--- config.mk ---
export PLATFORM = sky130hd
export DESIGN_NAME = first_vector_vxv_chunk_reader
export DESIGN_NICKNAME = d
export VERILOG_FILES = /design/src/rtl/first_vector_vxv_chunk_reader.sv
export SDC_FILE = /design/constraint.sdc
export NUM_CORES = 1
export LEC_CHECK = 0
export ABC_AREA = 1
export CAP_MARGIN = 20
export CELL_PAD_IN_SITES_DETAIL_PLACEMENT = 0
export CELL_PAD_IN_SITES_GLOBAL_PLACEMENT = 1
export CORE_AREA = 2 2 307 309
export DETAILED_ROUTE_END_ITERATION = 12
export DIE_AREA = 0 0 309 311
export PLACE_DENSITY = 0.67
export SLEW_MARGIN = 40
export SYNTH_ARGS = -nofsm -noshare
export SYNTH_HDL_FRONTEND = slang
export SYNTH_SLANG_ARGS = --single-unit
--- constraint.sdc ---
create_clock -name clk -period 1.6 [get_ports clk]
set_clock_uncertainty 0.15 [all_clocks]
set_input_delay 0.32 -clock clk [delete_from_list [all_inputs] [get_ports clk]]
set_output_delay 0.32 -clock clk [all_outputs]
set_load 0.01 [all_outputs]
--- src/rtl/first_vector_vxv_chunk_reader.sv ---
// Chunk reader for the first-vector VxV storage word.
// A start pulse snapshots the padded vector word. The snapshot is then
// streamed to the compute lanes one no_of_units-wide chunk at a time,
// lowest-indexed element first.
//
// Handshake: chunk_valid/chunk_out/chunk_index/last_chunk are driven from
// registered state only. A chunk transfers on a rising edge where
// chunk_valid && chunk_ready. While valid is high without ready, the chunk
// holds stable. chunk_ready is ignored while chunk_valid is low.
module first_vector_vxv_chunk_reader #(
    parameter int element_width                   = 32,
    parameter int number_of_equations_per_cluster = 9,
    parameter int no_of_units                     = 8,
    parameter int additional                      = no_of_units - (number_of_equations_per_cluster % no_of_units),
    parameter int total                           = number_of_equations_per_cluster + additional,
    parameter int number_of_chunks                = total / no_of_units,
    parameter int index_width                     = 8
) (
    input  logic                                 clk,
    input  logic                                 reset,
    input  logic [element_width*total-1:0]       memory_output,
    input  logic                                 start,
    output logic [element_width*no_of_units-1:0] chunk_out,
    output logic                                 chunk_valid,
    input  logic                                 chunk_ready,
    output logic [index_width-1:0]               chunk_index,
    output logic                                 last_chunk,
    output logic                                 busy,
    output logic                                 done
);

    localparam int CW = element_width * no_of_units;
    localparam int TW = element_width * total;
    localparam logic [index_width-1:0] LAST_IDX = index_width'(number_of_chunks - 1);
    localparam logic [index_width-1:0] ONE_IDX  = index_width'(1);

    typedef enum logic [1:0] {
        S_IDLE   = 2'd0,
        S_STREAM = 2'd1,
        S_DONE   = 2'd2
    } state_t;

    state_t                 state_q, state_d;
    logic [TW-1:0]          snap_q, snap_d;
    logic [index_width-1:0] idx_q, idx_d;
    logic [TW-1:0]          snap_shifted;
    logic                   transfer;

    assign transfer = (state_q == S_STREAM) && chunk_ready;

    // Next-state logic: snapshot on start, advance on each transfer,
    // single DONE cycle after the final transfer.
    always_comb begin
        state_d = state_q;
        snap_d  = snap_q;
        idx_d   = idx_q;
        case (state_q)
            S_IDLE: begin
                if (start) begin
                    snap_d  = memory_output;
                    idx_d   = '0;
                    state_d = S_STREAM;
                end
            end
            S_STREAM: begin
                if (transfer) begin
                    if (idx_q == LAST_IDX) begin
                        state_d = S_DONE;
                    end else begin
                        idx_d = idx_q + ONE_IDX;
                    end
                end
            end
            S_DONE: begin
                state_d = S_IDLE;
            end
            default: begin
                state_d = S_IDLE;
            end
        endcase
    end

    // State, snapshot and index registers; reset wins over start.
    always_ff @(posedge clk) begin
        if (reset) begin
            state_q <= S_IDLE;
            snap_q  <= '0;
            idx_q   <= '0;
        end else begin
            state_q <= state_d;
            snap_q  <= snap_d;
            idx_q   <= idx_d;
        end
    end

    // Chunk k sits k chunk-widths below the MSB end of the snapshot, so
    // shifting it up to the top makes the slice a constant part-select.
    always_comb begin
        snap_shifted = snap_q << (idx_q * CW);
        chunk_out    = snap_shifted[TW-1 -: CW];
    end

    assign chunk_valid = (state_q == S_STREAM);
    assign chunk_index = idx_q;
    assign last_chunk  = (state_q == S_STREAM) && (idx_q == LAST_IDX);
    assign busy        = (state_q != S_IDLE);
    assign done        = (state_q == S_DONE);

endmodule

; ---- Word level (Yosys, flattened, before mapping)
; Index checks and enable logic that the tools add are counted.
[word_totals]
regBits = 522
input_bits = 516
[classes]
add_sub_neg = 1
eq_ne = 7
shift = 1
n_mux = 8
n_reduce_logical = 8
[op_table]
columns = op, count
row1 = $shl A512 B16 Y512, 1
row2 = $mux W8, 3
row3 = $pmux W8 S2, 1
row4 = $add A8 B1 Y8 const B, 1
row5 = $eq A8 B1 Y1 const B, 1
row6 = $mux W2, 3
row7 = $ne A2 B1 Y1 const B, 2
row8 = $ne A2 B2 Y1 const B, 2
row9 = $pmux W2 S2, 1
row10 = $reduce_and A4 Y1, 1
row11 = $reduce_bool A2 Y1, 2
row12 = $reduce_and A3 Y1, 1
row13 = $eq A2 B1 Y1 const B, 1
row14 = $eq A2 B2 Y1 const B, 1
row15 = $logic_and A1 B1 Y1, 2
row16 = $logic_not A2 Y1, 1
row17 = $reduce_and A2 Y1, 1

; ---- Longest topological paths before layout
; Gate-level depths: netlist of run 1.
[depth]
depth_word = 4
mapped_depth = 10
ltp_nobuf = 10

; ---- Least setup slack after synthesis of run 1
; No wires, ideal clock.
[synth_path]
path_kind = reg-to-output
from = reg idx_q[0], in the netlist chunk_index[0]
to = out chunk_out[174]
arrival_ns = 1.414
t_required_ns = 1.130
path_slack_ns = -0.284
path_stages_with_launch = 6
cell_sequence = dfxtp_1 -> buf_2 -> buf_2 -> clkbuf_1 -> nor2_1 -> nor3_1
[synth_between]
elab_chain_len = 1
[synth_lines]
columns = element, line
row1 = from (decl), 45  ; logic [index_width-1:0] idx_q, idx_d;
row2 = from (signal assigned), 92  ; idx_q <= idx_d;
row3 = $shl A512 B16 Y512, 99  ; snap_shifted = snap_q << (idx_q * CW);
row4 = to (decl), 23  ; output logic [element_width*no_of_units-1:0] chunk_out,
; Every way passes these cells.

; ---- Final worst setup path of run 1
[layout_path]
from = reg idx_q[5], in the netlist chunk_index[5]
to = out chunk_out[78]
; Same word-level chain as after synthesis.

==> flow_summary_export.csv, run 1 <==
group,metric,value,unit
drt,routed_via_density,4.43,
hold_path,worstHoldPathType,"in2reg",
synthesis,syn-cell-area,22900,sq um
grt,grt_pass1_wl,145,mm
drt,wl,101,mm
setup_path,worstSetupEndpointType,"output pin",
power,leakagePower,15.4,nW
placed_design,dp_slack,-0.785,ns
setup_path,arrival,2.41,ns
run,maxCapViolations,0,
clocking,clk_pin_slew_worst_paths,0.06,ns
drt,drt-initial-drc-count,1572,
clocking,cts-root-buf,"clkbuf_16",
sta,rsz0062_at_grt,"true",
clocking,numCtsBuffers,61,
power,cellPowerDensity,1120,nW/um^2
setup_path,critPathKind,"reg2out",
sta,tightest_slew,0.388,ns
synthesis,ys_ff_latch,522,
synthesis,yosysWarnings,0,
placed_design,gp_congestion,0.866,
drt,first_pass_iters,5,
hold_path,min_path_cells,3,
layout,instances_no_fill,5353,
drt,drcViolationCount,0,
drt,routed-via-count,23700,
setup_path,crit_required,1.13,ns
status,status,"finished with violations",
sta,hold_viol,0,
drt,ant_nets,0,
placed_design,dp.cells,5165,
clocking,cts_tree,"built",
sta,report.final.slew_viol_count,0,
synthesis,synthCells,3171,
clocking,cts_hold_buf,0,
floorplan,coreArea,92800,sq um
layout,syn_to_final_growth,59.9,%
sta,max-slew-margin-rel,0.739,
sta,period_minus_slack,2.88,ns
setup_path,worst-r2r-cell-count,7,
floorplan,pin_count,784,
power,ir_drop,0.993,mV
clocking,h-tree-depth,2,
layout,drive_gt1_frac,0.212,
placed_design,hpwl,73.5,mm
layout,fin_nets,4545,
sta,period_share,1.80,
grt,grt_pass1_vias,23100,
sta,hold_ws,0.163,ns
sta,clock.fmax,0.347,GHz
setup_path,critPathMaxFanout,9,
clocking,cts_buffer_depth,3,
sta,setup_viol,768,
grt,grt_max_degree,57,
drt,wl_per_cell,18.9,um
floorplan,die_w,309,um
floorplan,die-area,96100,sq um
synthesis,syn_avg_cell_area,7.22,sq um
sta,fin_setup_tns,-312.26,ns
floorplan,start_util,0.247,
clocking,cts_sinks,522,
grt,grt_use_total,0.198,
setup_path,cp-start-kind,"flop",
clocking,clock_latency,0.62,ns
sta,fin_ws,-1.28,ns
grt,antenna_found_initial,27,
synthesis,seq_area_frac_synth,0.457,
status,violations,"setup timing",
synthesis,syn-num-nets,3689,
synthesis,synth.distinct_cells,26,
floorplan,rows,112,
grt,grt-ovfl-total,0,
floorplan,die_y,311,um
placed_design,io_buffers,783,
layout,n_fill_cell,9776,
==> registers in the layout (all words and copies together), names as in the netlist <==
register and cells:
snap_q 512, chunk_index 8, state_q 2
==> cells in the final DEF (no fill, tap or decap), drive strengths merged, types with 2 or more instances in the layout <==
master            n
nand3            10
diode            22
nor3            260
clkinv           21
clkbuf          111
clkdlybuf4s15    21
clkdlybuf4s50   562
bufinv            3
nor2           1554
clkinvlp          4
nand2            23
dfxtp           522
buf             386
nand4             2
ha                2
inv              21
dlygate4sd2      17
a21oi             5
dlymetal6s2s     33
o21ai           516
==> cell usage after synthesis <==
| master | instances | area share |
|---|---|---|
| a21oi_1 | 5 | 0.0011 |
| buf_1 | 1 | 0.00016 |
| buf_2 | 102 | 0.022 |
| buf_4 | 13 | 0.0043 |
| buf_6 | 33 | 0.016 |
| clkbuf_1 | 105 | 0.017 |
| clkinv_1 | 1 | 0.00016 |
| dfxtp_1 | 522 | 0.46 |
| ha_1 | 2 | 0.0011 |
| inv_1 | 18 | 0.0030 |
| inv_4 | 1 | 0.00027 |
| nand2_1 | 19 | 0.0031 |
| nand2_2 | 3 | 0.00082 |
| nand2_4 | 1 | 0.00049 |
| nand3_1 | 10 | 0.0022 |
| nand4_2 | 1 | 0.00055 |
| nand4_4 | 1 | 0.00093 |
| nor2_1 | 1550 | 0.25 |
| nor2_2 | 4 | 0.0011 |
| nor3_1 | 60 | 0.013 |
| nor3_2 | 200 | 0.087 |
| o21ai_0 | 515 | 0.11 |
| o21ai_1 | 1 | 0.00022 |
| o21bai_1 | 1 | 0.00033 |
| o22ai_1 | 1 | 0.00027 |
| or2_2 | 1 | 0.00027 |
==> through the flow <==
step	total power, mW	area [sq um]	utilization
3_3_place_gp	26.9	34000	0.367
5_1_grt	42.9	36600	0.394
3_5_place_dp	26.9	34000	0.367
6_report	40.8	36600	0.395
4_1_cts	41.2	36200	0.390
2_1_floorplan	21.0	23800	-
==> cell families after synthesis <==
group / Yosys count / synth area share
buffers and inverters: 274 / 0.0636
AND/OR/NAND/NOR: 1850 / 0.364
flip-flops: 522 / 0.457
adder cells (fa/ha/maj): 2 / 0.00109
AO/OA/AOI/OAI: 523 / 0.115
==> power breakdown <==
part | switching (mW) | leakage, nW | internal, mW
Combinational | 6.12 | 10.0 | 5.55
Sequential | 0.717 | 4.33 | 14.3
Clock | 5.97 | 1.00 | 8.16
Total | 12.8 | 15.4 | 28.0
==> path summary, 6_finish.rpt <==
| kind | endpoint | startpoint | slack (ns) |
|---|---|---|---|
| min | snap_q[34] | memory_output[34] | 0.16 |
| max | chunk_out[78] | chunk_index[5] | -1.28 |
| min reg2reg | snap_q[270] | snap_q[270] | 0.33 |
| max reg2reg | snap_q[6] | state_q[0] | -0.25 |
==> area by class of cell <==
| class | count | area [sq um] | share of cell area |
|---|---|---|---|
| clock buffers | 84 | 1760 | 0.0482 |
| clock inverters | 29 | 249 | 0.00680 |
| flip-flops and latches | 522 | 10500 | 0.286 |
| diodes | 22 | 55.1 | 0.00150 |
| multi-input cells | 2375 | 11900 | 0.326 |
| well taps | 1254 | 1570 | 0.0429 |
| repair buffers | 1047 | 10400 | 0.285 |
| inverters | 20 | 111 | 0.00304 |
==> repair_timing <==
action,in CTS,in global routing
buffers inserted,3,40
gates cloned,2,10
endpoints found under the setup margin,774,788
pin swaps,0,6
resized for setup,140,530
==> metal layers <==
metal	wire, um	vias up	global-route usage
li1	-	11900	-
met5	60	-	0
met2	49600	684	0.341
met3	6350	156	0.0456
met4	3170	8	0.0717
met1	41900	10900	0.239
==> worst max-delay path: stages (launching register included) <==
cell and delay (ns):
dfxtp_2 0.33, nor2_4 0.13, nand4_4 0.12, buf_12 0.16, buf_16 0.17, buf_12 0.16
nor3_2 0.10, clkdlybuf4s50_1 0.60
Note: power is estimated with default switching activity, not from simulation.
==> run 2: changes to the inputs <==
- CAP_MARGIN: 20 -> not set
- CTS_CLUSTER_DIAMETER: not set -> 40
==> run 2 against run 1 <==
The flow still finishes with violations (setup timing). Fmax is 0.36% higher. Die area unchanged. Non-clock buffer count up 89. Sequential share of layout area down 2.1 points. Critical path type unchanged. Largest cell class unchanged. Highest routed layer unchanged.
==> flow_summary_export.csv, run 2 (synthesis gave the netlist of run 1 again) <==
group,metric,value,unit
sta,period_share,1.80,
clocking,cts_buffer_depth,3,
drt,first_pass_iters,7,
clocking,h-tree-depth,3,
sta,setup_viol,787,
drt,ant_nets,0,
setup_path,crit_required,1.13,ns
sta,report.final.slew_viol_count,0,
grt,antenna_found_initial,20,
sta,rsz0062_at_grt,"true",
clocking,cts_tree,"built",
clocking,numCtsBuffers,105,
layout,regMostFlops,"snap_q",
sta,hold_viol,0,
layout,n_fill_cell,9500,
floorplan,die_y,311,um
layout,fin_nets,4678,
clocking,clk_pin_slew_worst_paths,0.05,ns
sta,tightest_slew,0.377,ns
hold_path,whs_endpoint,"snap_q[34]",
grt,grt_use_total,0.203,
layout,multi_input_area,12300,sq um
setup_path,worstSetupEndpointType,"output pin",
floorplan,die-area,96100,sq um
layout,drive_gt1_frac,0.268,
status,status,"finished with violations",
drt,routed-via-count,24600,
grt,grt-ovfl-total,0,
clocking,cts_hold_buf,0,
sta,max-slew-margin-rel,0.746,
layout,final-seq-area,10500,sq um
drt,drt-initial-drc-count,1604,
power,ir_drop,0.777,mV
drt,wl,106,mm
clocking,clock_latency,0.65,ns
setup_path,worst-r2r-cell-count,8,
grt,grt_pass1_vias,23700,
setup_path,rr_endpoint,"snap_q[6]",
setup_path,r2r-start,"state_q[0]",
layout,largest_reg_flops,512,
clocking,cts_sinks,522,
status,violations,"setup timing",
setup_path,cpMaxStageDelayCell,"dfxtp_2",
hold_path,min_path_cells,3,
placed_design,hpwl,73.5,mm
hold_path,worstHoldPathType,"in2reg",
hold_path,min_from,"memory_output[34]",
floorplan,coreArea,92800,sq um
drt,routed_via_density,4.45,
drt,drcViolationCount,0,
sta,fin_ws,-1.27,ns
sta,period_minus_slack,2.87,ns
setup_path,worst_path_largest_cell_delay,0.33,ns
setup_path,cp-start-kind,"flop",
grt,grt_pass1_wl,148,mm
placed_design,gp_congestion,0.866,
layout,syn_to_final_growth,72.5,%
floorplan,die_w,309,um
floorplan,rows,112,
drt,wl_per_cell,19.2,um
floorplan,start_util,0.247,
setup_path,arrival,2.40,ns
run,maxCapViolations,0,
layout,instances_no_fill,5518,
layout,final_common_cell,"nor2_1",
floorplan,pin_count,784,
sta,clock.fmax,0.348,GHz
clocking,cts-root-buf,"clkbuf_16",
power,cellPowerDensity,1280,nW/um^2
setup_path,crit_top_cell,"buf_12",
power,leakagePower,16.5,nW
placed_design,io_buffers,783,
setup_path,critPathKind,"reg2out",
grt,grt_max_degree,57,
setup_path,reg2reg_slack,-0.37,ns
setup_path,critPathMaxFanout,4,
placed_design,dp.cells,5165,
sta,fin_setup_tns,-379.79,ns
layout,most-common-layout-cells,"nor2_1 (1491), clkdlybuf4s50_1 (524), o21ai_0 (515), dfxtp_1 (515), buf_4 (210)",
setup_path,crit_chain,"nor2_4 -> nand4_4 -> buf_12 -> buf_12 -> clkbuf_16 -> buf_8 -> buf_6 -> nor3_4 -> buf_2",
[run 2: changes by cell type in the layout (fill, tap and decap cells not counted), moves of 38 or more]
| cell | before | now |
|---|---|---|
| buf_2 | 103 | 187 |
| buf_6 | 21 | 92 |
| clkdlybuf4s50_1 | 562 | 524 |
| nor3_2 | 170 | 119 |
| clkbuf_16 | 69 | 127 |
| nor3_4 | 85 | 137 |
[run 2: where the power goes]
group | internal (mW) | leakage (nW) | switching (mW) | total, mW
Combinational | 6.09 | 10.4 | 6.57 | 12.7
Sequential | 14.3 | 4.33 | 0.730 | 15.1
Clock | 15.0 | 1.79 | 7.65 | 22.6
Total | 35.4 | 16.5 | 15.0 | 50.4
[run 2: metrics by stage]
step	worst slack [ns]	util	power [mW]	cell area, sq um	hold WS, ns
after CTS	-1.46	0.408	49.8	37900	0.0582
after global routing	-1.34	0.426	52.7	39500	0.101
after detailed placement	-0.785	0.367	26.9	34000	0.320
after floorplan	-0.0651	-	21.0	23800	0.232
after global placement	-0.777	0.367	26.9	34000	0.313
final	-1.27	0.426	50.4	39500	0.122
[run 2: area by class of cell]
class / count / area share
antenna: 18 / 0.00114
sequential: 522 / 0.265
tap: 1254 / 0.0397
clock buffer: 132 / 0.0750
multi-input combinational: 2375 / 0.312
clock inverter: 61 / 0.0181
inverter: 20 / 0.00292
timing repair buffer: 1136 / 0.287
[run 2: what timing repair did]
item                                    CTS  global route
setup buffers                             3           114
cloned                                    3            23
gates resized for setup                 138           991
pin swaps                                 0            18
endpoints found under the setup margin  769           788
[run 2: routing by layer]
metal / GRT usage / vias to the layer above / share of wire
li1: - / 12200 / -
met1: 0.242 / 11400 / 0.41
met2: 0.350 / 747 / 0.49
met3: 0.0513 / 186 / 0.066
met4: 0.0741 / 6 / 0.032
met5: 0 / - / 0.00044
[run 2: how the worst max path moves through the flow]
stage / start / slack [ns] / to / cells past startpoint
2_1_floorplan: chunk_index[3] / -0.07 / chunk_out[11] / 5
3_3_place_gp: chunk_index[6] / -0.78 / chunk_out[201] / 6
3_5_place_dp: chunk_index[3] / -0.78 / chunk_out[201] / 6
4_1_cts: chunk_index[6] / -1.46 / chunk_out[182] / 5
5_1_grt: chunk_index[3] / -1.34 / chunk_out[10] / 9
6_report: chunk_index[3] / -1.27 / chunk_out[10] / 9
[run 2: critical path, delay by kind of cell, from the launching register on]
| family | cells | cell delay, ns |
|---|---|---|
| buf+inv | 6 | 0.86 |
| simple gates | 3 | 0.53 |
| flops | 1 | 0.33 |
==> run 3: changes to the inputs <==
- ABC_CLOCK_PERIOD_IN_PS: not set -> 1600
- CORE_AREA: 2 2 307 309 -> 2 2 302 304
- DIE_AREA: 0 0 309 311 -> 0 0 304 306
- PLACE_DENSITY: 0.67 -> 0.69
==> run 3 against run 2 <==
The run still ends with setup timing left. Total power up 0.71%. Sequential power about the same. Sequential cell count unchanged. Core utilization up 2.9 points. Non-clock buffer count up 37. First-iteration DRC count down 9.7%. Die area down 3.2%. Cell count down 0.42%.
==> flow_summary_export.csv, run 3 (synthesis gave the netlist of run 1 again) <==
group,metric,value,unit
status,status,"finished with violations",
status,violations,"setup timing",
clocking,h-tree-depth,3,
drt,drt-initial-drc-count,1448,
power,leakagePower,17.0,nW
setup_path,arrival,2.23,ns
placed_design,dp_slack,-0.780,ns
setup_path,crit_top_cell,"buf_4",
floorplan,die-area,93000,sq um
layout,regMostFlops,"snap_q",
layout,syn_to_final_growth,78.1,%
drt,wl,107,mm
drt,drcViolationCount,0,
floorplan,die_y,306,um
sta,rsz0062_at_grt,"true",
layout,instances_no_fill,5495,
hold_path,worstHoldPathType,"in2reg",
clocking,clock_latency,0.66,ns
placed_design,io_buffers,783,
sta,max-slew-margin-rel,0.651,
grt,grt_pass1_vias,24900,
sta,fin_ws,-1.10,ns
setup_path,r2r-start,"chunk_index[0]",
floorplan,start_util,0.255,
power,cellPowerDensity,1240,nW/um^2
setup_path,reg2reg_slack,-0.63,ns
setup_path,critPathKind,"reg2out",
drt,first_pass_iters,7,
drt,ant_nets,0,
sta,setup_viol,788,
sta,hold_viol,0,
setup_path,cpMaxStageDelayCell,"dfxtp_2",
setup_path,crit_required,1.13,ns
grt,grt_max_degree,46,
placed_design,dp.cells,5100,
sta,tightest_slew,0.521,ns
floorplan,pin_count,784,
drt,routed_via_density,4.54,
placed_design,place_area,34200,sq um
clocking,cts_tree,"built",
setup_path,crit_chain,"nor2_4 -> nand4_4 -> buf_8 -> buf_4 -> buf_12 -> buf_4 -> nor3_4 -> buf_2",
drt,wl_per_cell,19.5,um
layout,largest_reg_flops,512,
drt,routed-via-count,25000,
setup_path,critPathMaxFanout,9,
grt,grt-ovfl-total,0,
clocking,clk_pin_slew_worst_paths,0.05,ns
setup_path,cp-start-kind,"flop",
floorplan,die_w,304,um
layout,final_common_cell,"nor2_1",
power,ir_drop,0.751,mV
grt,antenna_found_initial,37,
clocking,cts-root-buf,"clkbuf_16",
floorplan,coreArea,89600,sq um
layout,most-common-layout-cells,"nor2_1 (1341), clkdlybuf4s50_1 (521), o21ai_0 (515), dfxtp_1 (515), buf_2 (213)",
sta,hold_ws,0.127,ns
setup_path,crit_start,"chunk_index[4]",
clocking,numCtsBuffers,105,
sta,clock.fmax,0.370,GHz
layout,drive_gt1_frac,0.308,
layout,fin_nets,4716,
layout,fin_area,40800,sq um
sta,report.final.slew_viol_count,0,
placed_design,gp_congestion,0.930,
clocking,cts_buffer_depth,3,
setup_path,worst_path_largest_cell_delay,0.33,ns
placed_design,hpwl,74.3,mm
sta,period_share,1.69,
sta,period_minus_slack,2.70,ns
run,maxCapViolations,0,
hold_path,min_from,"memory_output[501]",
setup_path,worstSetupEndpointType,"output pin",
floorplan,rows,110,
grt,grt_pass1_wl,156,mm
power,power,50.7,mW
grt,grt_use_total,0.221,
clocking,cts_sinks,522,
## run 3: cell count changes in the layout (fill, tap and decap cells not counted), moves of 14 or more
cell	previous run	this run
buf_12	65	97
buf_16	18	38
buf_2	187	213
buf_6	92	57
buf_8	12	27
diode_2	18	32
nor2_1	1491	1341
nor2_2	60	148
nor2_4	3	65
nor3_2	119	148
nor3_4	137	108
## run 3: power breakdown
| part | internal, mW | total (mW) | switching [mW] |
|---|---|---|---|
| Combinational | 6.36 | 13.0 | 6.59 |
| Clock | 14.9 | 22.6 | 7.71 |
| Sequential | 14.3 | 15.2 | 0.824 |
## run 3: routing by layer
layer | part of all wire | global-route usage | up-vias
li1 | - | - | 12300
met1 | 0.40 | 0.253 | 11600
met2 | 0.49 | 0.377 | 808
met3 | 0.065 | 0.0575 | 225
met4 | 0.044 | 0.117 | 8
met5 | 0.00051 | 0 | -
## run 3: layout make-up
class                   count  area (sq um)
diodes                     32          80.1
clock buffers             136          2940
clock inverters            60           732
fillers                  8969         48800
inverters                  20           114
multi-input cells        2375         12800
flip-flops and latches    522         10500
well taps                1176          1470
repair buffers           1173         12100
repair inverters            1          11.3
## run 3: worst max-delay path, delay by kind of cell (launching register included)
kind,cells,cell delay [ns]
buf+inv,5,0.79
simple gates,3,0.43
flops,1,0.33
## run 3: timing repair
action | in CTS | in global routing
cloned | 33 | 8
pin swaps | 34 | 71
setup endpoints to repair | 788 | 790
resized for setup | 1184 | 334
buffers inserted | 101 | 46
hold buffers | 0 | 0
## run 3: metrics by stage
step | util | setup TNS [ns]
finish | 0.455 | -339.33
global route | 0.455 | -420.87
CTS | 0.444 | -394.50
detailed placement | 0.382 | -391.55
global placement | 0.382 | -375.50
floorplan | - | -8.62
## run 3: final timing paths
| path | endpoint | depth (start not counted) |
|---|---|---|
| worst max-delay path | chunk_out[214] | 8 |
| worst min-delay path | snap_q[501] | 3 |
| worst max register to register | chunk_index[2] | 14 |
| worst min register to register | snap_q[286] | 2 |
